==> config.mk <==
export PLATFORM = sky130hd
export DESIGN_NAME = fetch_stage_flat
export DESIGN_NICKNAME = d
export VERILOG_FILES = /design/src/rtl/fetch_pkg.sv /design/src/rtl/fetch_if.sv /design/src/rtl/fetch_skid.sv /design/src/rtl/fetch_stage.sv /design/src/flat_wrapper.sv
export SDC_FILE = /design/constraint.sdc
export NUM_CORES = 1
export LEC_CHECK = 0
export ABC_AREA = 1
export BUFFER_PORTS_ARGS = -buffer_cell sky130_fd_sc_hd__buf_4
export CAP_MARGIN = 20
export CORE_MARGIN = 2
export CORE_UTILIZATION = 48
export CTS_CLUSTER_DIAMETER = 40
export DETAILED_ROUTE_END_ITERATION = 6
export PLACE_DENSITY_LB_ADDON = 0.08
export SYNTH_ARGS = -nofsm -noshare
export SYNTH_HDL_FRONTEND = slang
export SYNTH_SLANG_ARGS = --single-unit
export TNS_END_PERCENT = 10
==> constraint.sdc <==
create_clock -name clk -period 2.4 [get_ports clk]
set_clock_uncertainty 0.1 [all_clocks]
set_input_delay 0.24 -clock clk [delete_from_list [all_inputs] [get_ports clk]]
set_output_delay 0.24 -clock clk [all_outputs]
set_load 0.02 [all_outputs]
==> src/rtl/fetch_pkg.sv <==
`default_nettype none
// ============================================================================
// Module   : fetch_pkg
// Purpose  : Shared definitions for the instruction fetch stage: the NOP
//            encoding used to pad invalid blocks, the fetch FSM state
//            encoding and a helper returning the byte size of a fetch block.
// Ports    : none (package)
// Revision : 1.0 - initial release
// ============================================================================
package fetch_pkg;

    // addi x0, x0, 0
    localparam logic [31:0] C_NOP = 32'h0000_0013;

    typedef enum logic [1:0] {
        S_REQ   = 2'd0,
        S_WAIT  = 2'd1,
        S_STALL = 2'd2,
        S_DRAIN = 2'd3
    } fetch_state_t;

    // Number of bytes covered by one fetch block of core_width instructions.
    function automatic logic [31:0] blk_bytes(input int core_width);
        return 32'(core_width * 4);
    endfunction

endpackage
`default_nettype wire

==> src/rtl/fetch_if.sv <==
`default_nettype none
// ============================================================================
// Module   : fetch_if
// Purpose  : Instruction-memory request/response bundle between the fetch
//            stage (master) and the instruction memory (slave).
// Ports    : imem_req_valid/imem_req_addr  master -> slave request
//            imem_req_ready                slave  -> master request accept
//            imem_resp_valid/imem_resp_data slave -> master in-order response
// Revision : 1.0 - initial release
// ============================================================================
interface fetch_if #(
    parameter int CORE_WIDTH = 2
);
    localparam int INSTR_BLK_SIZE = CORE_WIDTH * 32;

    logic                      imem_req_valid;
    logic [31:0]               imem_req_addr;
    logic                      imem_req_ready;
    logic                      imem_resp_valid;
    logic [INSTR_BLK_SIZE-1:0] imem_resp_data;

    modport master (
        output imem_req_valid,
        output imem_req_addr,
        input  imem_req_ready,
        input  imem_resp_valid,
        input  imem_resp_data
    );

    modport slave (
        input  imem_req_valid,
        input  imem_req_addr,
        output imem_req_ready,
        output imem_resp_valid,
        output imem_resp_data
    );
endinterface
`default_nettype wire

==> src/rtl/fetch_skid.sv <==
`default_nettype none
// ============================================================================
// Module   : fetch_skid
// Purpose  : One-entry holding slot for a fetched block that arrived while
//            the downstream output register was held.
// Ports    : clk, reset_n        clock / asynchronous active-low reset
//            load, load_pc/blk   capture a block
//            unload, clear       empty the entry (moved out / flushed)
//            valid, pc, blk      current entry contents
// Revision : 1.0 - initial release
// ============================================================================
module fetch_skid #(
    parameter int BLK_W = 64
) (
    input  wire logic             clk,
    input  wire logic             reset_n,
    input  wire logic             load,
    input  wire logic             unload,
    input  wire logic             clear,
    input  wire logic [31:0]      load_pc,
    input  wire logic [BLK_W-1:0] load_blk,
    output      logic             valid,
    output      logic [31:0]      pc,
    output      logic [BLK_W-1:0] blk
);
    logic             r_valid;
    logic [31:0]      r_pc;
    logic [BLK_W-1:0] r_blk;

    // Emptying wins over loading; the controller never asks for both.
    always_ff @(posedge clk or negedge reset_n) begin
        if (!reset_n) begin
            r_valid <= 1'b0;
            r_pc    <= '0;
            r_blk   <= '0;
        end else if (clear || unload) begin
            r_valid <= 1'b0;
        end else if (load) begin
            r_valid <= 1'b1;
            r_pc    <= load_pc;
            r_blk   <= load_blk;
        end
    end

    assign valid = r_valid;
    assign pc    = r_pc;
    assign blk   = r_blk;
endmodule
`default_nettype wire

==> src/rtl/fetch_stage.sv <==
`default_nettype none
// ============================================================================
// Module   : fetch_stage
// Purpose  : Instruction fetch stage. Issues one block request at a time,
//            presents returned blocks to decode through an output register
//            with a one-entry skid, and handles redirects by flushing and
//            draining any in-flight response.
// Ports    : clk, reset_n             clock / asynchronous active-low reset
//            imem                     instruction-memory bus (master side)
//            redirect_valid/_pc       flush and restart fetch at redirect_pc
//            hold_fd                  decode is not consuming the output
//            pc_addr_f/instr_blk_f    presented block address / contents
//            valid_f                  presented block is real
// Revision : 1.0 - initial release
// ============================================================================
module fetch_stage
    import fetch_pkg::*;
#(
    parameter int          CORE_WIDTH = 2,
    parameter logic [31:0] RESET_PC   = 32'h0000_0000
) (
    input  wire logic                       clk,
    input  wire logic                       reset_n,
    fetch_if.master                         imem,
    input  wire logic                       redirect_valid,
    input  wire logic [31:0]                redirect_pc,
    input  wire logic                       hold_fd,
    output      logic [31:0]                pc_addr_f,
    output      logic [CORE_WIDTH*32-1:0]   instr_blk_f,
    output      logic                       valid_f
);
    localparam int                        INSTR_BLK_SIZE = CORE_WIDTH * 32;
    localparam logic [31:0]               BLK_BYTES      = blk_bytes(CORE_WIDTH);
    localparam logic [INSTR_BLK_SIZE-1:0] NOP_BLK        = {CORE_WIDTH{C_NOP}};

    fetch_state_t              r_state;
    fetch_state_t              w_state_nxt;
    logic [31:0]               r_pc;
    logic [31:0]               w_pc_nxt;
    logic                      r_out_valid;
    logic [31:0]               r_out_pc;
    logic [INSTR_BLK_SIZE-1:0] r_out_blk;

    logic w_handshake;
    logic w_slot_free;
    logic w_out_load_resp;
    logic w_out_load_skid;
    logic w_out_clear;
    logic w_skid_load;
    logic w_skid_unload;
    logic w_skid_clear;

    logic                      w_skid_valid;
    logic [31:0]               w_skid_pc;
    logic [INSTR_BLK_SIZE-1:0] w_skid_blk;

    assign imem.imem_req_valid = (r_state == S_REQ);
    assign imem.imem_req_addr  = r_pc;
    assign w_handshake         = (r_state == S_REQ) && imem.imem_req_ready;
    assign w_slot_free         = !r_out_valid || !hold_fd;

    always_ff @(posedge clk or negedge reset_n) begin
        if (!reset_n) begin
            r_state <= S_REQ;
            r_pc    <= RESET_PC;
        end else begin
            r_state <= w_state_nxt;
            r_pc    <= w_pc_nxt;
        end
    end

    always_comb begin
        w_state_nxt     = r_state;
        w_pc_nxt        = r_pc;
        w_out_load_resp = 1'b0;
        w_out_load_skid = 1'b0;
        w_out_clear     = 1'b0;
        w_skid_load     = 1'b0;
        w_skid_unload   = 1'b0;
        w_skid_clear    = 1'b0;

        if (redirect_valid) begin
            // Flush everything; any response arriving now is dropped. Drain
            // only if a request is still in flight after this edge.
            w_pc_nxt     = redirect_pc;
            w_out_clear  = 1'b1;
            w_skid_clear = 1'b1;
            case (r_state)
                S_REQ:           w_state_nxt = w_handshake ? S_DRAIN : S_REQ;
                S_WAIT, S_DRAIN: w_state_nxt = imem.imem_resp_valid ? S_REQ : S_DRAIN;
                default:         w_state_nxt = S_REQ;
            endcase
        end else begin
            case (r_state)
                S_REQ: begin
                    if (w_handshake) begin
                        w_pc_nxt    = r_pc + BLK_BYTES;
                        w_state_nxt = S_WAIT;
                    end
                    w_out_clear = w_slot_free;
                end
                S_WAIT: begin
                    if (imem.imem_resp_valid) begin
                        if (w_slot_free) begin
                            w_out_load_resp = 1'b1;
                            w_state_nxt     = S_REQ;
                        end else begin
                            w_skid_load = 1'b1;
                            w_state_nxt = S_STALL;
                        end
                    end else begin
                        w_out_clear = w_slot_free;
                    end
                end
                S_STALL: begin
                    if (!hold_fd) begin
                        w_out_load_skid = 1'b1;
                        w_skid_unload   = 1'b1;
                        w_state_nxt     = S_REQ;
                    end
                end
                S_DRAIN: begin
                    if (imem.imem_resp_valid) begin
                        w_state_nxt = S_REQ;
                    end
                    w_out_clear = w_slot_free;
                end
                default: w_state_nxt = S_REQ;
            endcase
        end
    end

    // pc already advanced at the handshake, so the block in flight starts
    // one block below it (modulo 2^32).
    always_ff @(posedge clk or negedge reset_n) begin
        if (!reset_n) begin
            r_out_valid <= 1'b0;
            r_out_pc    <= '0;
            r_out_blk   <= NOP_BLK;
        end else if (w_out_load_resp) begin
            r_out_valid <= 1'b1;
            r_out_pc    <= r_pc - BLK_BYTES;
            r_out_blk   <= imem.imem_resp_data;
        end else if (w_out_load_skid) begin
            r_out_valid <= 1'b1;
            r_out_pc    <= w_skid_pc;
            r_out_blk   <= w_skid_blk;
        end else if (w_out_clear) begin
            r_out_valid <= 1'b0;
        end
    end

    fetch_skid #(
        .BLK_W (INSTR_BLK_SIZE)
    ) u_skid (
        .clk      (clk),
        .reset_n  (reset_n),
        .load     (w_skid_load),
        .unload   (w_skid_unload),
        .clear    (w_skid_clear),
        .load_pc  (r_pc - BLK_BYTES),
        .load_blk (imem.imem_resp_data),
        .valid    (w_skid_valid),
        .pc       (w_skid_pc),
        .blk      (w_skid_blk)
    );

    assign valid_f     = r_out_valid;
    assign pc_addr_f   = r_out_pc;
    assign instr_blk_f = r_out_valid ? r_out_blk : NOP_BLK;

    // The skid occupancy flag is implied by the S_STALL state.
    logic w_unused;
    assign w_unused = w_skid_valid;
endmodule
`default_nettype wire

==> src/flat_wrapper.sv <==
// flat-port wrapper written by rule: the top's interface ports become plain ports
module fetch_stage_flat import fetch_pkg::*;
#(
    parameter int          CORE_WIDTH = 2,
    parameter logic [31:0] RESET_PC   = 32'h0000_0000
)
  (clk, reset_n, redirect_valid, redirect_pc, hold_fd, pc_addr_f, instr_blk_f, valid_f, imem_imem_req_valid, imem_imem_req_addr, imem_imem_req_ready, imem_imem_resp_valid, imem_imem_resp_data);
  fetch_if #(.CORE_WIDTH(CORE_WIDTH)) imem_i ();
  input  wire logic clk;
  input  wire logic reset_n;
  input  wire logic redirect_valid;
  input  wire logic [31:0] redirect_pc;
  input  wire logic hold_fd;
  output      logic [31:0] pc_addr_f;
  output      logic [CORE_WIDTH*32-1:0] instr_blk_f;
  output      logic valid_f;
  output wire logic [$bits(imem_i.imem_req_valid)-1:0] imem_imem_req_valid;
  output wire logic [$bits(imem_i.imem_req_addr)-1:0] imem_imem_req_addr;
  input wire logic [$bits(imem_i.imem_req_ready)-1:0] imem_imem_req_ready;
  input wire logic [$bits(imem_i.imem_resp_valid)-1:0] imem_imem_resp_valid;
  input wire logic [$bits(imem_i.imem_resp_data)-1:0] imem_imem_resp_data;
  assign imem_imem_req_valid = imem_i.imem_req_valid;
  assign imem_imem_req_addr = imem_i.imem_req_addr;
  assign imem_i.imem_req_ready = imem_imem_req_ready;
  assign imem_i.imem_resp_valid = imem_imem_resp_valid;
  assign imem_i.imem_resp_data = imem_imem_resp_data;
  fetch_stage #(.CORE_WIDTH(CORE_WIDTH), .RESET_PC(RESET_PC)) u_core (.clk(clk), .reset_n(reset_n), .imem(imem_i), .redirect_valid(redirect_valid), .redirect_pc(redirect_pc), .hold_fd(hold_fd), .pc_addr_f(pc_addr_f), .instr_blk_f(instr_blk_f), .valid_f(valid_f));
endmodule
# Word-level counts from Yosys, hierarchy flattened
# Cells that the tools add are included.
# classes
addsub,2
eq_ne,7
muxes,36
bitwise,1
n_reduce_logical,15
# ops
op,n
64-bit two-way mux,3
32-bit two-way mux,5
32-bit by 4-bit adder with 32-bit output (second input constant),1
32-bit by 4-bit subtractor with 32-bit output (second input constant),1
1-bit two-way mux,17
2-bit two-way mux,8
3-bit inequality test (second input constant),3
2-bit one-hot mux with 4 select lines,1
2-bit nonzero test,3
2-bit == test (second input constant),2
2-bit one-hot mux with 2 select lines,1
2-bit AND reduction,2
4-bit AND reduction,1
2-bit OR reduction,2
3-bit by 2-bit inequality test with 1-bit output (second input constant),1
3-bit nonzero test,1
2-bit by 1-bit == test with 1-bit output (second input constant),1
1-bit zero test,2
2-bit zero test,1
1-bit logical OR,2
1-bit one-hot mux with 2 select lines,1
1-bit logical AND,1
1-bit NOT,1
# totals
ff_bits,227
input_bits,102
output_inout_bits,130
wordCells,68

# Logic depth before layout (Yosys ltp)
# depth
ltp_word,8
ltp_mapped,12
ltp_nobuf,11

# Hierarchy
# A second synthesis with hierarchy kept.
# hier_totals
hier_cells,1633
hier_area_um2,11832.6
# modules_own_cells
module,instances,cells_per_inst,area_per_inst_um2,seq_area_each_um2
fetch_stage,1,1213,8040.2,3285.7
fetch_skid,1,420,3792.4,2427.3

# Worst setup path after synthesis
# OpenSTA, ideal clock, no wires.
# synth_timing
path_kind,register to register
start,register u_core.r_state[0]
end,register u_core.r_pc[27] (netlist: u_core.imem.imem_req_addr[27])
setup_time_ns,0.118
arrival_ns,1.625
required_time_ns,2.182
slack_ns,0.557
path_stages_with_launch,11
n_path_buf,1
synth_period_minus_slack_ns,1.843
cell_sequence,dfrtp_1 -> inv_1 -> ha_1 -> nand2_1 -> inv_1 -> nor2_4 -> inv_1 -> buf_2 -> o21ai_0 -> inv_1 -> nand2_1
# synth_between
elab_chain_cells,4
word_cells_on_any_way,5
cone_classes,reduce/logical: 5
# synth_rtl
element,line_no,rtl
"start, declared",fetch_stage.sv:36,fetch_state_t r_state;
"start signal, assigned",fetch_stage.sv:67,r_state <= w_state_nxt;
2-bit zero test *,--,
net imem_imem_req_valid,flat_wrapper.sv:17,output wire logic [$bits(imem_i.imem_req_valid)-1:0] imem_imem_req_valid;
1-bit logical AND,fetch_stage.sv:59,assign w_handshake = (r_state == S_REQ) && imem.imem_req_ready;
2-bit nonzero test (no source line),--,
2-bit AND reduction (no source line) *,--,
"end signal, assigned",fetch_stage.sv:68,r_pc <= w_pc_nxt;
"end, declared",fetch_stage.sv:38,logic [31:0] r_pc;
# Mark *: on every way through the listed nets, which the timed path passes. The rest lies on a longest branch.
# A chain may end at the register's enable or synchronous reset.

# Worst setup path after layout
# layout_timing
start,register u_core.r_out_valid (netlist: u_core.valid_f)
end,output port instr_blk_f[0]
# layout_between
elab_chain_cells,1
# layout_rtl
element,line_no,rtl
"start, declared",fetch_stage.sv:40,logic r_out_valid;
"start signal, assigned",fetch_stage.sv:137,r_out_valid <= 1'b0;
"start signal, assigned",fetch_stage.sv:141,r_out_valid <= 1'b1;
"start signal, assigned",fetch_stage.sv:145,r_out_valid <= 1'b1;
64-bit two-way mux,fetch_stage.sv:170,assign instr_blk_f = r_out_valid ? r_out_blk : NOP_BLK;
"end, declared",flat_wrapper.sv:15,output logic [CORE_WIDTH*32-1:0] instr_blk_f;
# No other way between the ends.

==> flow_summary.json <==
{
  "areaGrowthSynthToFinish_pct": 36.70,
  "post-route-util_pct": 66.43,
  "slowest_delay_ps": 610,
  "path_depth": 3,
  "dr.pass1.iters": 5,
  "yosysWarnings": 0,
  "timing.hold.ws_ps": 14.57,
  "track_usage_pct": 27.33,
  "power_mw": 17.43,
  "h-tree-depth": 2,
  "crit_end": "instr_blk_f[0]",
  "syn_nets": 1652,
  "post_cts_resized": 0,
  "rr_worst_depth": 10,
  "fp.coreArea_um2": 24180,
  "globalplace.congestion": 0.9613,
  "min_period_over_period_pct": 94.53,
  "cts_tree": "done",
  "boundaryPins": 232,
  "cp_max_fo": 66,
  "final-setup-viol-count": 0,
  "rsz0062_at_grt": "false",
  "crit_path_start_kind": "flop",
  "wl_um": 35000,
  "end_kind": "output pin",
  "drv_cap": 0,
  "wire_per_inst_um": 15.88,
  "async_flop_share_pct": 100.0,
  "via_count": 11260,
  "max-clock-path-buffers": 3,
  "cp_top_family": "buffers and inverters",
  "crit_slowest_cell": "buf_4",
  "min_path_cells": 3,
  "fin_crit_ps": 2269,
  "criticalPathCategory": "flop to output pin",
  "worst-path-buf-inv": 2,
  "maxSlewViolCount": 0,
  "drc": 0,
  "worstMarginPinSlew_ps": 792.0,
  "synth_flop_cell": "dfrtp_1",
  "clk_pin_slew_ps": 50,
  "clkSinkCount": 227,
  "timing.rr.end": "u_core.pc_addr_f[31]",
  "cts_buffers": 37,
  "start_util_pct": 48.60,
  "fmax_ghz": 0.4408,
  "die_width_um": 160.5,
  "die_height_um": 160.5,
  "path_cells": "buf_4, nand2_1, buf_4",
  "max-vdd-ir-drop_mv": 0.7177,
  "arrival_ps": 1930,
  "startpoint": "u_core.valid_f",
  "p_leak_nw": 8.338,
  "powerDensity_nw_per_um2": 1085,
  "grt_antenna_before_repair": 0,
  "drt-initial-drc-count": 767,
  "synth_edf_count": 0,
  "cts-root-buf": "clkbuf_16",
  "n_antenna_cell": 0,
  "r2r_slack_ps": 300,
  "synth_area_um2": 11750,
  "hpwl_um": 22840,
  "port_buffers": 231,
  "hp-class": "input pin to flop",
  "crit_required_ps": 2060,
  "fin_tns_setup_ps": 0,
  "slew_headroom_pct": 47.20,
  "grt_max_degree": 94,
  "ant_nets": 0,
  "synth.distinct_cells": 36,
  "timing_hold_violations_final": 0,
  "syn-instance-count": 1544,
  "rows": 57,
  "syn_area_per_cell_um2": 7.610,
  "yosysSeqAreaShare_pct": 48.41,
  "fin_nets": 1960,
  "timing.rr.start": "u_core.r_state[0]",
  "overflow": 0,
  "drive_above_1_share_pct": 19.36,
  "run_status": "finished clean",
  "ys_seq_elements": 227,
  "viasPerCell": 5.109,
  "grt_pass1_wl_um": 57220,
  "insertion_delay_ps": 520,
  "die-area_um2": 25750,
  "grt_pass1_vias": 11170,
  "crit_top_cell": "buf_4"
}
where the power goes:
part           total [mW]  switching (mW)  internal [mW]
combinational        5.42            3.23           2.19
sequential           6.53            1.10           5.42
clock                5.48            1.90           3.58
total                17.4            6.23           11.2
how the worst min path moves through the flow:
stage                   startpoint                            to  slack, ps
finish              redirect_valid  u_core.imem.imem_req_addr[1]         10
global route        redirect_valid  u_core.imem.imem_req_addr[1]         40
detailed placement         reset_n          u_core.r_out_blk[13]        120
CTS                 redirect_valid  u_core.imem.imem_req_addr[2]        0.8
global placement           reset_n          u_core.r_out_blk[13]        120
floorplan                  reset_n  u_core.imem.imem_req_addr[0]       -160
cell usage in the layout (no fill, tap or decap), drive strengths merged, types with 8 or more instances in the layout:
cell type    instances
nand4                9
o21ai              110
xor2                20
nor2               104
nand3              165
dfrtp              221
nand2              507
buf                257
dlygate4sd3        101
clkinv               8
clkbuf              47
inv                212
o211ai              72
timing repair:
action	in CTS	in global routing
hold endpoints to repair	216	0
endpoints found under the setup margin	0	0
setup buffers	0	0
hold buffers	101	0
flip-flops by register name, summed over array words and instances, names as in the netlist:
register                   count
u_core.u_skid.blk             64
u_core.imem.imem_req_addr     32
u_core.r_state                 2
u_core.pc_addr_f              32
u_core.u_skid.pc              32
u_core.r_out_blk              64
u_core.valid_f                 1
kinds of logic after synthesis:
kind of cell	count (synthesis)	synth area share [%]
flip-flops	227	48.41
adder cells (fa/ha/maj)	6	0.6389
XOR/XNOR	23	1.714
buffers and inverters	296	10.41
AO/OA/AOI/OAI	200	10.39
AND/OR/NAND/NOR	792	28.43
cell usage after synthesis (all sizes together) (6+ instances only):
cell	n	area (um^2)
o211ai	72	540.5
dfrtp	221	5530
buf	54	315.3
dfstp	6	157.7
ha	6	75.07
inv	207	777.0
o21ai	110	550.5
nor2	104	476.7
nand2	507	1923
o221ai	6	52.55
xor2	20	175.2
nand3	165	840.8
clkbuf	35	131.4
nand4	9	56.30
tightest hold or removal path, stage by stage:
cell and delay (ps):
buf_4 190, nand2_1 70, o21ai_0 70
layout make-up:
type                       instances  area, um^2
clock buffer                      47        1056
clock inverter                    20       249.0
fill                            2058        8115
inverter                         207       780.7
multi-input combinational       1021        4846
sequential                       227        5689
tap                              324       405.4
timing repair buffer             358        3035
per-layer routing:
| layer | GRT usage, % | share of wire (%) |
|---|---|---|
| met5 | 0 | 0 |
| met1 | 35.27 | 42 |
| met3 | 3.926 | 5.5 |
| met4 | 10.36 | 3.4 |
| met2 | 46.87 | 49 |
per-stage QoR:
stage	setup slack, ps	cells	instance area [um^2]
finish	131.2	2204	16060
global route	56.05	2204	16060
CTS	118.7	2204	16060
detailed placement	326.8	2036	13750
global placement	403.0	2036	13750
floorplan	557.0	1544	11750
Power figures use the tool's default switching activity.
